**config.mk**
```make
export PLATFORM = sky130hd
export DESIGN_NAME = frame_capture_ctrl
export DESIGN_NICKNAME = d
export VERILOG_FILES = /design/src/rtl/frame_capture_pkg.sv /design/src/rtl/sync_edge_det.sv /design/src/rtl/frame_capture_ctrl.sv
export SDC_FILE = /design/constraint.sdc
export NUM_CORES = 1
export LEC_CHECK = 0
export BUFFER_PORTS_ARGS = -buffer_cell sky130_fd_sc_hd__buf_2
export CAP_MARGIN = 15
export CORE_ASPECT_RATIO = 1.25
export CORE_MARGIN = 2
export CORE_UTILIZATION = 55
export CTS_CLUSTER_DIAMETER = 80
export DETAILED_ROUTE_END_ITERATION = 6
export GPL_ROUTABILITY_DRIVEN = 1
export PLACE_DENSITY_LB_ADDON = 0.25
export SETUP_SLACK_MARGIN = 0.4
export SYNTH_ARGS = -nofsm -noshare
export SYNTH_HDL_FRONTEND = slang
export SYNTH_SLANG_ARGS = --single-unit
export TNS_END_PERCENT = 20
```
**constraint.sdc**
```tcl
create_clock -name pclk -period 6.1 [get_ports pclk]
set_input_delay 1.22 -clock pclk [delete_from_list [all_inputs] [get_ports pclk]]
set_output_delay 1.22 -clock pclk [all_outputs]
set_load 0.005 [all_outputs]
```
**src/rtl/frame_capture_pkg.sv**
```systemverilog
// Shared definitions for the OV7670 frame capture sequencer: FSM state encoding and default geometry.
package frame_capture_pkg;

    typedef enum logic [1:0] {
        IDLE    = 2'd0,
        ARM     = 2'd1,
        SYNC    = 2'd2,
        CAPTURE = 2'd3
    } fsm_state_e;

    localparam int H_PIXELS_DEF = 320;
    localparam int V_LINES_DEF  = 240;
    localparam int LINE_W       = 9;

endpackage

```
**src/rtl/sync_edge_det.sv**
```systemverilog
// Registers camera vsync/href and derives the frame and line boundary strobes.
module sync_edge_det (
    input  logic pclk,
    input  logic reset,
    input  logic vsync,
    input  logic href,
    output logic vs_rise,
    output logic vs_fall,
    output logic href_fall
);

    logic vsync_d;
    logic href_d;

    always_ff @(posedge pclk) begin
        if (!reset) begin
            vsync_d <= 1'b0;
            href_d  <= 1'b0;
        end else begin
            vsync_d <= vsync;
            href_d  <= href;
        end
    end

    assign vs_rise   = vsync & ~vsync_d;
    assign vs_fall   = ~vsync & vsync_d;
    assign href_fall = ~href & href_d;

endmodule

```
**src/rtl/frame_capture_ctrl.sv**
```systemverilog
// Frame capture sequencer: arms on host request, aligns to frame start, counts and checks geometry.
// Optional bank ping-pong is built when FRAME_CAPTURE_DOUBLE_BUFFER_EN is defined.
//
// state   | meaning
// IDLE    | waiting for start
// ARM     | waiting for vsync high so a frame in progress is skipped
// SYNC    | in vertical blank, waiting for vsync falling edge
// CAPTURE | frame active, strobes gated through and counted
module frame_capture_ctrl
    import frame_capture_pkg::*;
#(
    parameter int H_PIXELS = H_PIXELS_DEF,
    parameter int V_LINES  = V_LINES_DEF,
    parameter int CNT_W    = 17
) (
    input  logic              pclk,
    input  logic              reset,
    input  logic              start,
    input  logic              continuous,
    input  logic              stop,
    input  logic              vsync,
    input  logic              href,
    input  logic              pix_we,
    output logic              capture_en,
    output logic              wr_bank,
    output logic              rd_bank,
    output logic              busy,
    output logic              frame_done,
    output logic              frame_error,
    output logic [LINE_W-1:0] line_count,
    output logic [CNT_W-1:0]  pixel_count,
    output logic [7:0]        frame_count
);

    localparam logic [1:0] S_IDLE    = IDLE;
    localparam logic [1:0] S_ARM     = ARM;
    localparam logic [1:0] S_SYNC    = SYNC;
    localparam logic [1:0] S_CAPTURE = CAPTURE;

    localparam logic [CNT_W-1:0]  PIX_MAX   = '1;
    localparam logic [LINE_W-1:0] LINE_MAX  = '1;
    localparam logic [CNT_W-1:0]  LINE_PIX  = CNT_W'(H_PIXELS);
    localparam logic [CNT_W-1:0]  FRAME_PIX = CNT_W'(H_PIXELS * V_LINES);
    localparam logic [LINE_W-1:0] FRAME_LN  = LINE_W'(V_LINES);

    logic vs_rise;
    logic vs_fall;
    logic href_fall;

    logic [1:0]        state;
    logic [1:0]        state_nx;
    logic              mode_r;
    logic              stop_pend;
    logic              err_r;
    logic [CNT_W-1:0]  line_pix;
    logic [CNT_W-1:0]  pix_cnt;
    logic [LINE_W-1:0] line_cnt;
    logic [7:0]        frame_cnt;
    logic              cap_en_r;
    logic              busy_r;
    logic              done_r;
    logic              error_r;

    logic [CNT_W-1:0]  pix_nx;
    logic [CNT_W-1:0]  line_pix_nx;
    logic [LINE_W-1:0] line_nx;
    logic              err_nx;
    logic              frame_bad;
    logic              frame_end;
    logic              stop_nx;
    logic              arm_req;
    logic              sync_to_cap;

    sync_edge_det u_edge (
        .pclk      (pclk),
        .reset     (reset),
        .vsync     (vsync),
        .href      (href),
        .vs_rise   (vs_rise),
        .vs_fall   (vs_fall),
        .href_fall (href_fall)
    );

    // Next counter values include a strobe or line end landing on the vs_rise cycle.
    always_comb begin
        pix_nx      = pix_cnt;
        line_pix_nx = line_pix;
        line_nx     = line_cnt;
        err_nx      = err_r;
        if (pix_we) begin
            if (pix_cnt != PIX_MAX) pix_nx = pix_cnt + 1'b1;
            if (line_pix != PIX_MAX) line_pix_nx = line_pix + 1'b1;
        end
        if (href_fall) begin
            if (line_cnt != LINE_MAX) line_nx = line_cnt + 1'b1;
            if (line_pix_nx != LINE_PIX) err_nx = 1'b1;
            line_pix_nx = '0;
        end
    end

    assign frame_bad = err_nx
                     | (line_nx != FRAME_LN)
                     | (pix_nx != FRAME_PIX)
                     | (line_nx == LINE_MAX)
                     | (pix_nx == PIX_MAX);

    assign frame_end   = (state == S_CAPTURE) && vs_rise;
    assign stop_nx     = stop_pend | stop;
    assign arm_req     = (state == S_IDLE) && start && !stop;
    assign sync_to_cap = (state == S_SYNC) && (state_nx == S_CAPTURE);

    always_comb begin
        state_nx = state;
        case (state)
            S_IDLE: begin
                if (arm_req) state_nx = S_ARM;
            end
            S_ARM: begin
                if (stop)       state_nx = S_IDLE;
                else if (vsync) state_nx = S_SYNC;
            end
            S_SYNC: begin
                if (stop)         state_nx = S_IDLE;
                else if (vs_fall) state_nx = S_CAPTURE;
            end
            S_CAPTURE: begin
                if (frame_end) state_nx = (mode_r && !stop_nx) ? S_SYNC : S_IDLE;
            end
            default: state_nx = S_IDLE;
        endcase
    end

    always_ff @(posedge pclk) begin
        if (!reset) begin
            state     <= S_IDLE;
            mode_r    <= 1'b0;
            stop_pend <= 1'b0;
            err_r     <= 1'b0;
            line_pix  <= '0;
            pix_cnt   <= '0;
            line_cnt  <= '0;
            frame_cnt <= '0;
            cap_en_r  <= 1'b0;
            busy_r    <= 1'b0;
            done_r    <= 1'b0;
            error_r   <= 1'b0;
        end else begin
            state    <= state_nx;
            cap_en_r <= (state_nx == S_CAPTURE);
            busy_r   <= (state_nx != S_IDLE);
            done_r   <= frame_end;
            error_r  <= frame_end & frame_bad;

            if (arm_req) mode_r <= continuous;

            if (state_nx == S_IDLE)
                stop_pend <= 1'b0;
            else if ((state == S_CAPTURE) && stop)
                stop_pend <= 1'b1;

            if (sync_to_cap) begin
                pix_cnt  <= '0;
                line_cnt <= '0;
                line_pix <= '0;
                err_r    <= 1'b0;
            end else if (state == S_CAPTURE) begin
                pix_cnt  <= pix_nx;
                line_cnt <= line_nx;
                line_pix <= line_pix_nx;
                err_r    <= err_nx;
            end

            if (frame_end) frame_cnt <= frame_cnt + 1'b1;
        end
    end

`ifdef FRAME_CAPTURE_DOUBLE_BUFFER_EN
    logic wr_bank_r;

    // An errored frame keeps its bank so the next frame overwrites it.
    always_ff @(posedge pclk) begin
        if (!reset)
            wr_bank_r <= 1'b0;
        else if (frame_end && !frame_bad)
            wr_bank_r <= ~wr_bank_r;
    end

    assign wr_bank = wr_bank_r;
    assign rd_bank = ~wr_bank_r;
`else
    assign wr_bank = 1'b0;
    assign rd_bank = 1'b0;
`endif

    assign capture_en  = cap_en_r;
    assign busy        = busy_r;
    assign frame_done  = done_r;
    assign frame_error = error_r;
    assign line_count  = line_cnt;
    assign pixel_count = pix_cnt;
    assign frame_count = frame_cnt;

endmodule

```
==> results of run 1 <==
## power breakdown
group / total, mW / internal, mW / switching (mW)
logic: 0.0247 / 0.00822 / 0.0165
clock network: 0.405 / 0.231 / 0.174
registers: 0.408 / 0.406 / 0.00142
## Yosys cell counts, drive strengths merged, types with 2 or more instances
master  number
a22oi        2
mux2         2
or3          3
a21oi       28
o22ai        2
nand2b       4
nand2       45
dfxtp       62
o211ai       3
and2        14
o211a        2
nand3b       2
a31oi        8
nor3        16
mux2i        8
ha           4
and3        13
buf          6
o21ai       13
nor3b        3
a211oi       3
nor2        58
a21o         2
nor2b        6
xor2        20
nand4       17
clkbuf      30
a311oi       4
or4          6
xnor2       17
nand3       16
o31ai        3
o21a         4
and4         5
a21boi       2
nor4         7
inv          5
## worst reg2reg max path, cell delays in order (launching register included)
cell	delay, ns
dfxtp_1	0.43
ha_1	0.36
and4_1	0.32
nand2_1	0.08
xor2_1	0.15
or3b_2	0.47
a2111o_1	0.42
o21ai_1	0.19
a21boi_1	0.09
## final cells by class
class	instances	area, um2	area share
inverters	5	18.8	0.00462
clock buffers	9	124	0.0305
multi-input cells	358	2230	0.549
repair buffers	47	240	0.0592
well taps	87	109	0.0268
flip-flops and latches	62	1240	0.306
clock inverters	7	97.6	0.0240
## final timing paths
path / from / end / slack, ns / depth (start not counted)
worst min register to register: err_r / err_r / 0.46 / 2
worst min-delay path: err_r / err_r / 0.46 / 2
worst max register to register: line_pix[0] / frame_error / 3.48 / 8
worst max-delay path: href / frame_error / 3.05 / 8
## registers in the layout, summed over array words and instances (netlist names), 2 cells and up
| register | count |
|---|---|
| frame_count | 8 |
| line_count | 9 |
| line_pix | 17 |
| pixel_count | 17 |
| state | 2 |
## stage by stage
step | instance area, um2 | setup WS [ns]
floorplan | 3680 | 3.36
global placement | 3840 | 2.75
detailed placement | 3840 | 2.74
CTS | 4060 | 3.11
global route | 4060 | 2.81
finish | 4060 | 3.05
## logic make-up after synthesis
| kind of cell | count (synthesis) | synth area share |
|---|---|---|
| buffers and inverters | 41 | 0.0572 |
| DFF | 62 | 0.338 |
| muxes | 10 | 0.0279 |
| AOI/OAI and AO/OA | 88 | 0.166 |
| and+or+nand+nor | 217 | 0.309 |
| adders and majority gates | 4 | 0.0136 |
| xor gates and xnor gates | 37 | 0.0881 |
| other | 1 | 0.00102 |
## placed cells by master (no fill, tap or decap), drive strengths merged, types with 5 or more instances in the layout
master  instances
dfxtp          62
nor2           58
buf            47
nand2          45
a21oi          28
xor2           20
xnor2          17
nand4          17
nor3           16
nand3          16
and2           14
and3           13
o21ai          13
clkbuf          9
mux2i           8
a31oi           8
nor4            7
nor2b           6
inv             6
or4             6
and4            5
## metal layers
metal  global-route usage  part of all wire
met5                    0                 0
met1                0.297              0.45
met2                0.413              0.49
met3               0.0464             0.047
met4                0.110             0.017
==> impl_metrics.toml, run 1 <==
[run_status]
status = "completed"

[cells_and_area]
syn2layout_area_growth_pct = 10.4
fill_cells = 622
nets = 495
drive_gt1_frac = 0.170
stdcell_count = 575
n_antenna_cell = 0
post-route-util = 0.622

[route]
drt_first_iter_violations = 269
ant_nets = 0
wire_per_inst_um = 14.3
dr.pass1.iters = 5
via_per_inst = 5.91
totalWireLength_mm = 8.24
drc = 0
vias = 3401

[yosys]
syn_avg_cell_area_um2 = 7.99
yosysSeqAreaShare = 0.338
synthCells = 460
syn_area_um2 = 3680
async_flop_share = 0
yosysTopAreaCell = "dfxtp_1"
synth-edff-count = 0
ys_seq_elements = 62
ys_types = 70
synth_flop_cell = "dfxtp_1"
synth.area.top_cells = "dfxtp_1 (34%), nor2_1 (5.9%), xor2_1 (4.8%)"
ys_warn_count = 0
synth_top_area_frac = 0.338

[global_routing]
antenna_found_initial = 0
grtUsageTotal = 0.242
grt_max_degree = 45
grt_pass1_vias = 3165
grt_first_pass_wirelength_mm = 14.4
gr-total-overflow = 0

[worst_setup_path]
critPathMaxStageDelay_ns = 0.63
cp_slowest_cell = "nor2b_1"
cp.required_ns = 6.33
critPathMaxFanout = 11
path_cells = "buf_2 -> nor2b_1 -> o311ai_0 -> mux2i_1 -> a2111oi_0 -> nand4_1 -> nor4_1 -> a21boi_1"
end_kind = "flop"
path_buf_inv = 1
cp-start-kind = "primary input"
path_delay_family = "simple AND/OR/NAND/NOR gates"
critPathKind = "in -> reg"
crit_arrival_ns = 3.28

[clocking]
clk_latency_ns = 0.35
cts_root_buffer = "clkbuf_8"
ctsResizeCount = 0
cts_tree = "done"
cts_buffer_depth = 2
cts_buffers = 9
cts_sinks = 62
cts_setup_buffers = 0
holdBufCountCts = 0
htree_levels = 3
path_clk_slew_ns = 0.07

[hold_path]
min_path_type = "reg -> reg"

[sta]
tightest_slew_ns = 0.809
slew_headroom = 0.459
min_period_over_period = 0.501
hold_viol_final = 0
setup_violations = 0
fmax_mhz = 327
rsz0062_at_grt = "no"
clock_skew_ns = 0.00709
holdWs_ns = 0.458
tns_ns = 0
final.min_clock_period_ns = 3.05
maxSlewViolCount = 0

[placed_design]
portBuffers = 45
dp_hpwl_mm = 5.73
place.gp.congestion = 0.888
dp.cells = 559

[pwr]
vdd_drop_max_mv = 0.172
powerDensity_nw_per_um2 = 206
p_leak_nw = 1.62
fin_total_pwr_mw = 0.837

[die]
die_y_um = 95.4
die-width_um = 77.1
ios = 48
start_util = 0.564
placementRows = 33
die_area_um2 = 7360
core_area_um2 = 6520

[flow_run]
maxCapViolCount = 0
Power figures use the tool's default switching activity.
==> run 2, diff against run 1 <==
Settings changed: CORE_UTILIZATION 55 to 52.
Clock period 6.1 ns to 2.5 ns, I/O delays scaled along.
==> impl_metrics.toml, run 2 (same netlist as run 1, synthesis figures left out) <==
[pwr]
p_switching_mw = 0.448
comb_power_share = 0.036
power_frac_clock = 0.463
powerDensity_nw_per_um2 = 433
p_int_mw = 1.52
swShare = 0.228
p_leak_nw = 1.86
seq_power_share = 0.502
vdd_drop_max_mv = 0.403

[clocking]
cts_buffers = 9
htree_levels = 3
path_clk_slew_ns = 0.07
cts_buffer_depth = 2
cts_sinks = 62
cts_tree = "done"
cts_root_buffer = "clkbuf_8"
clk_latency_ns = 0.34

[global_routing]
grt_first_pass_wirelength_mm = 15.6
grtUsageTotal = 0.249
grt_max_degree = 41
gr-total-overflow = 0
antenna_found_initial = 0
grt_pass1_vias = 3390

[worst_setup_path]
cp-start-kind = "flop"
critPathKind = "reg -> reg"
cp.required_ns = 2.73
critPathMaxFanout = 5
crit_arrival_ns = 2.39
end_kind = "flop"

[cells_and_area]
ff_latch_area_um2 = 1290
drive_gt1_frac = 0.305
multi_input_area_um2 = 2370
nets = 531
mostFrequentLayoutCells = "nor2_1 (57), buf_2 (45), nand2_1 (42)"
fill_cells = 610
final_common_cell = "nor2_1"
syn2layout_area_growth_pct = 23.4
n_antenna_cell = 0

[sta]
holdWs_ns = 0.381
tightest_slew_ns = 0.565
rsz0062_at_grt = "yes"
final.min_clock_period_ns = 2.16
slew_headroom = 0.621
fmax_mhz = 463
maxSlewViolCount = 0
hold_viol_final = 0
clock_skew_ns = 0.00409
min_period_over_period = 0.863
tns_ns = 0
setup_violations = 0

[die]
die_y_um = 98.0
start_util = 0.534
placementRows = 34
die-width_um = 79.2
core_area_um2 = 6890
ios = 48
die_area_um2 = 7760

[route]
ant_nets = 0
totalWireLength_mm = 9.50
via_per_inst = 5.88
vias = 3611
wire_per_inst_um = 15.5
drc = 0
dr.pass1.iters = 7
drt_first_iter_violations = 289

[placed_design]
portBuffers = 45
place.gp.congestion = 0.883
dp_hpwl_mm = 6.20

[flow_run]
maxCapViolCount = 0

[hold_path]
min_path_type = "in -> reg"

[run_status]
status = "completed"
==> run 2: cell count changes in the layout (fill, tap and decap cells not counted), sizes merged <==
cell      delta
buf         +36
clkinv       +1
inv          -1
clkinvlp     -2
bufinv       -1
clkbuf       +3
==> run 2: power by group through the flow <==
stage	sequential (mW)	combinational [mW]	clock, mW
3_5_place_dp	1.02	0.0686	0
5_1_grt	0.986	0.0776	0.957
3_3_place_gp	1.02	0.0671	0
6_report	0.986	0.0702	0.909
2_1_floorplan	1.01	0.0482	0
4_1_cts	0.988	0.0690	0.921
==> run 2: critical path: stages (launching register included) <==
cell and delay [ns]:
dfxtp_4 0.36, ha_4 0.18, nand4_4 0.13, buf_6 0.12, o211ai_4 0.08, buf_6 0.15
or3b_4 0.35, a2111o_1 0.45, o21ai_1 0.14, a21boi_1 0.07
==> run 2: layout make-up <==
class,instances,share of cell area
clock inverters,4,0.00993
multi-input cells,358,0.522
clock buffers,12,0.0342
flip-flops and latches,62,0.285
well taps,90,0.0248
inverters,5,0.00414
repair buffers,83,0.120
==> run 2: worst paths after layout <==
path,from,endpoint,slack (ns),cells after the start
min,href,u_edge.href_d,0.38,2
max,line_pix[0],frame_error,0.34,9
min reg2reg,stop_pend,stop_pend,0.49,2
max reg2reg,line_pix[0],frame_error,0.34,9
==> run 2: what timing repair did <==
action / in CTS / in global routing
pin swaps: 15 / 13
gates resized for setup: 30 / 19
setup endpoints to repair: 4 / 8
hold buffers: 0 / 0
setup buffers: 9 / 8
==> run 2: metrics by stage <==
stage	cell area, um2	setup slack, ns	power [mW]	utilization	instances
2_1_floorplan	3740	0.377	1.06	-	461
3_3_place_gp	4060	0.212	1.08	0.589	581
3_5_place_dp	4060	0.158	1.08	0.589	581
4_1_cts	4390	0.358	1.98	0.637	606
5_1_grt	4540	0.298	2.02	0.658	614
6_report	4540	0.342	1.97	0.658	614
==> run 2: metal layers <==
metal,wire length (um),share of wire,global-route usage,up-vias
li1,-,-,-,1751
met1,3940,0.41,0.306,1713
met2,4850,0.51,0.417,126
met3,502,0.053,0.0462,21
met4,205,0.022,0.119,0
met5,0,0,0,-
==> run 3, diff against run 2 <==
Settings changed: CORE_MARGIN 2 to not set.
==> impl_metrics.toml, run 3 (same netlist as run 1, synthesis figures left out) <==
[run_status]
status = "completed"

[die]
placementRows = 33
start_util = 0.550
die_area_um2 = 7410
die_y_um = 96.0
core_area_um2 = 6690
die-width_um = 77.2
ios = 48

[sta]
final.min_clock_period_ns = 2.13
tns_ns = 0
rsz0062_at_grt = "yes"
maxSlewViolCount = 0
tightest_slew_ns = 0.516
slew_headroom = 0.653
fmax_mhz = 469
min_period_over_period = 0.852
hold_viol_final = 0
clock_skew_ns = 0.0101
setup_violations = 0

[worst_setup_path]
critPathMaxFanout = 5
cp_slowest_cell = "or4_4"
worst-r2r-cell-count = 7
end_kind = "flop"
critPathMaxStageDelay_ns = 0.60
cp-start-kind = "flop"
crit_arrival_ns = 2.35
regToRegSetupSlack_ns = 0.37
critPathKind = "reg -> reg"
crit_start = "line_pix[8]"
cp.required_ns = 2.72
r2r-end = "err_r"
worstReg2RegStart = "line_pix[8]"
path_cells = "nand3_4 -> or4_4 -> o211ai_4 -> nand3b_1 -> a2111o_1 -> o21ai_2 -> a21oi_1"
crit_end = "err_r"

[placed_design]
dpl-instance-area_um2 = 4050
portBuffers = 45
place.gp.congestion = 0.840
dp_hpwl_mm = 6.00

[cells_and_area]
final_area_um2 = 4510
final_common_cell = "nor2_1"
drive_gt1_frac = 0.314
mostFrequentLayoutCells = "nor2_1 (57), buf_2 (45), nand2_1 (42)"
n_antenna_cell = 0
fill_cells = 540
ff_latch_area_um2 = 1300
nets = 531
multi_input_area_um2 = 2390
syn2layout_area_growth_pct = 22.7

[global_routing]
grt_pass1_vias = 3325
grt_max_degree = 45
gr-total-overflow = 0
grtUsageTotal = 0.262
antenna_found_initial = 0
grt_first_pass_wirelength_mm = 15.3

[route]
drc = 0
vias = 3554
dr.pass1.iters = 5
drt_first_iter_violations = 263
totalWireLength_mm = 9.21
wire_per_inst_um = 15.1
via_per_inst = 5.84
ant_nets = 0

[clocking]
cts_buffer_depth = 2
cts_sinks = 62
holdBufCountCts = 0
clk_latency_ns = 0.34
cts_buffers = 9
cts_tree = "done"
htree_levels = 3
path_clk_slew_ns = 0.07
cts_root_buffer = "clkbuf_8"

[pwr]
vdd_drop_max_mv = 0.339
powerDensity_nw_per_um2 = 414
p_leak_nw = 1.85

[hold_path]
min_path_type = "in -> reg"

[flow_run]
maxCapViolCount = 0
[run 3: worst min path at each step]
| stage | startpoint | cells past startpoint | slack, ns | end |
|---|---|---|---|---|
| 2_1_floorplan | err_r | 2 | 0.43 | err_r |
| 3_3_place_gp | err_r | 2 | 0.45 | err_r |
| 3_5_place_dp | err_r | 2 | 0.47 | err_r |
| 4_1_cts | href | 2 | 0.39 | u_edge.href_d |
| 5_1_grt | href | 2 | 0.40 | u_edge.href_d |
| 6_report | href | 2 | 0.40 | u_edge.href_d |
[run 3: worst max-delay path: cells and delay by family, from the launching register on]
kind	cells	cell delay, ns
AO/OA/AOI/OAI	4	0.86
AND/OR/NAND/NOR	3	0.80
flip-flops	1	0.36
[run 3: cell type report]
type                    count  area share
clock buffers              13      0.0374
inverters                   5     0.00416
multi-input cells         358       0.529
clock inverters             1     0.00111
well taps                  87      0.0241
repair buffers             83       0.117
flip-flops and latches     62       0.288
[run 3: power breakdown]
group          internal, mW  switching (mW)  total [mW]  leakage (nW)
clock                 0.429           0.381       0.810        0.0914
sequential            0.982         0.00345       0.986         0.517
combinational        0.0257          0.0444      0.0701          1.25
total                  1.44           0.429        1.87          1.85
[run 3: routing by layer]
metal	routed length (um)	vias to the layer above	GRT usage	part of all wire
met1	3860	1662	0.306	0.42
met4	193	0	0.115	0.021
li1	-	1747	-	-
met5	0	-	0	0
met2	4640	118	0.459	0.50
met3	519	27	0.0588	0.056
[run 3: through the flow]
stage / worst slack, ns / hold WS (ns) / utilization / instances / power [mW]
global route: 0.294 / 0.397 / 0.675 / 609 / 1.93
CTS: 0.376 / 0.395 / 0.655 / 605 / 1.88
detailed placement: 0.227 / 0.470 / 0.606 / 579 / 1.08
floorplan: 0.377 / 0.429 / - / 461 / 1.06
global placement: 0.293 / 0.452 / 0.606 / 579 / 1.08
finish: 0.370 / 0.401 / 0.675 / 609 / 1.87
[run 3: timing repair]
action	4_1_cts	5_1_grt
endpoints found under the hold margin	0	0
gates resized for setup	30	25
endpoints found under the setup margin	4	10
cloned	0	0
setup buffers	12	4
pin swaps	14	10
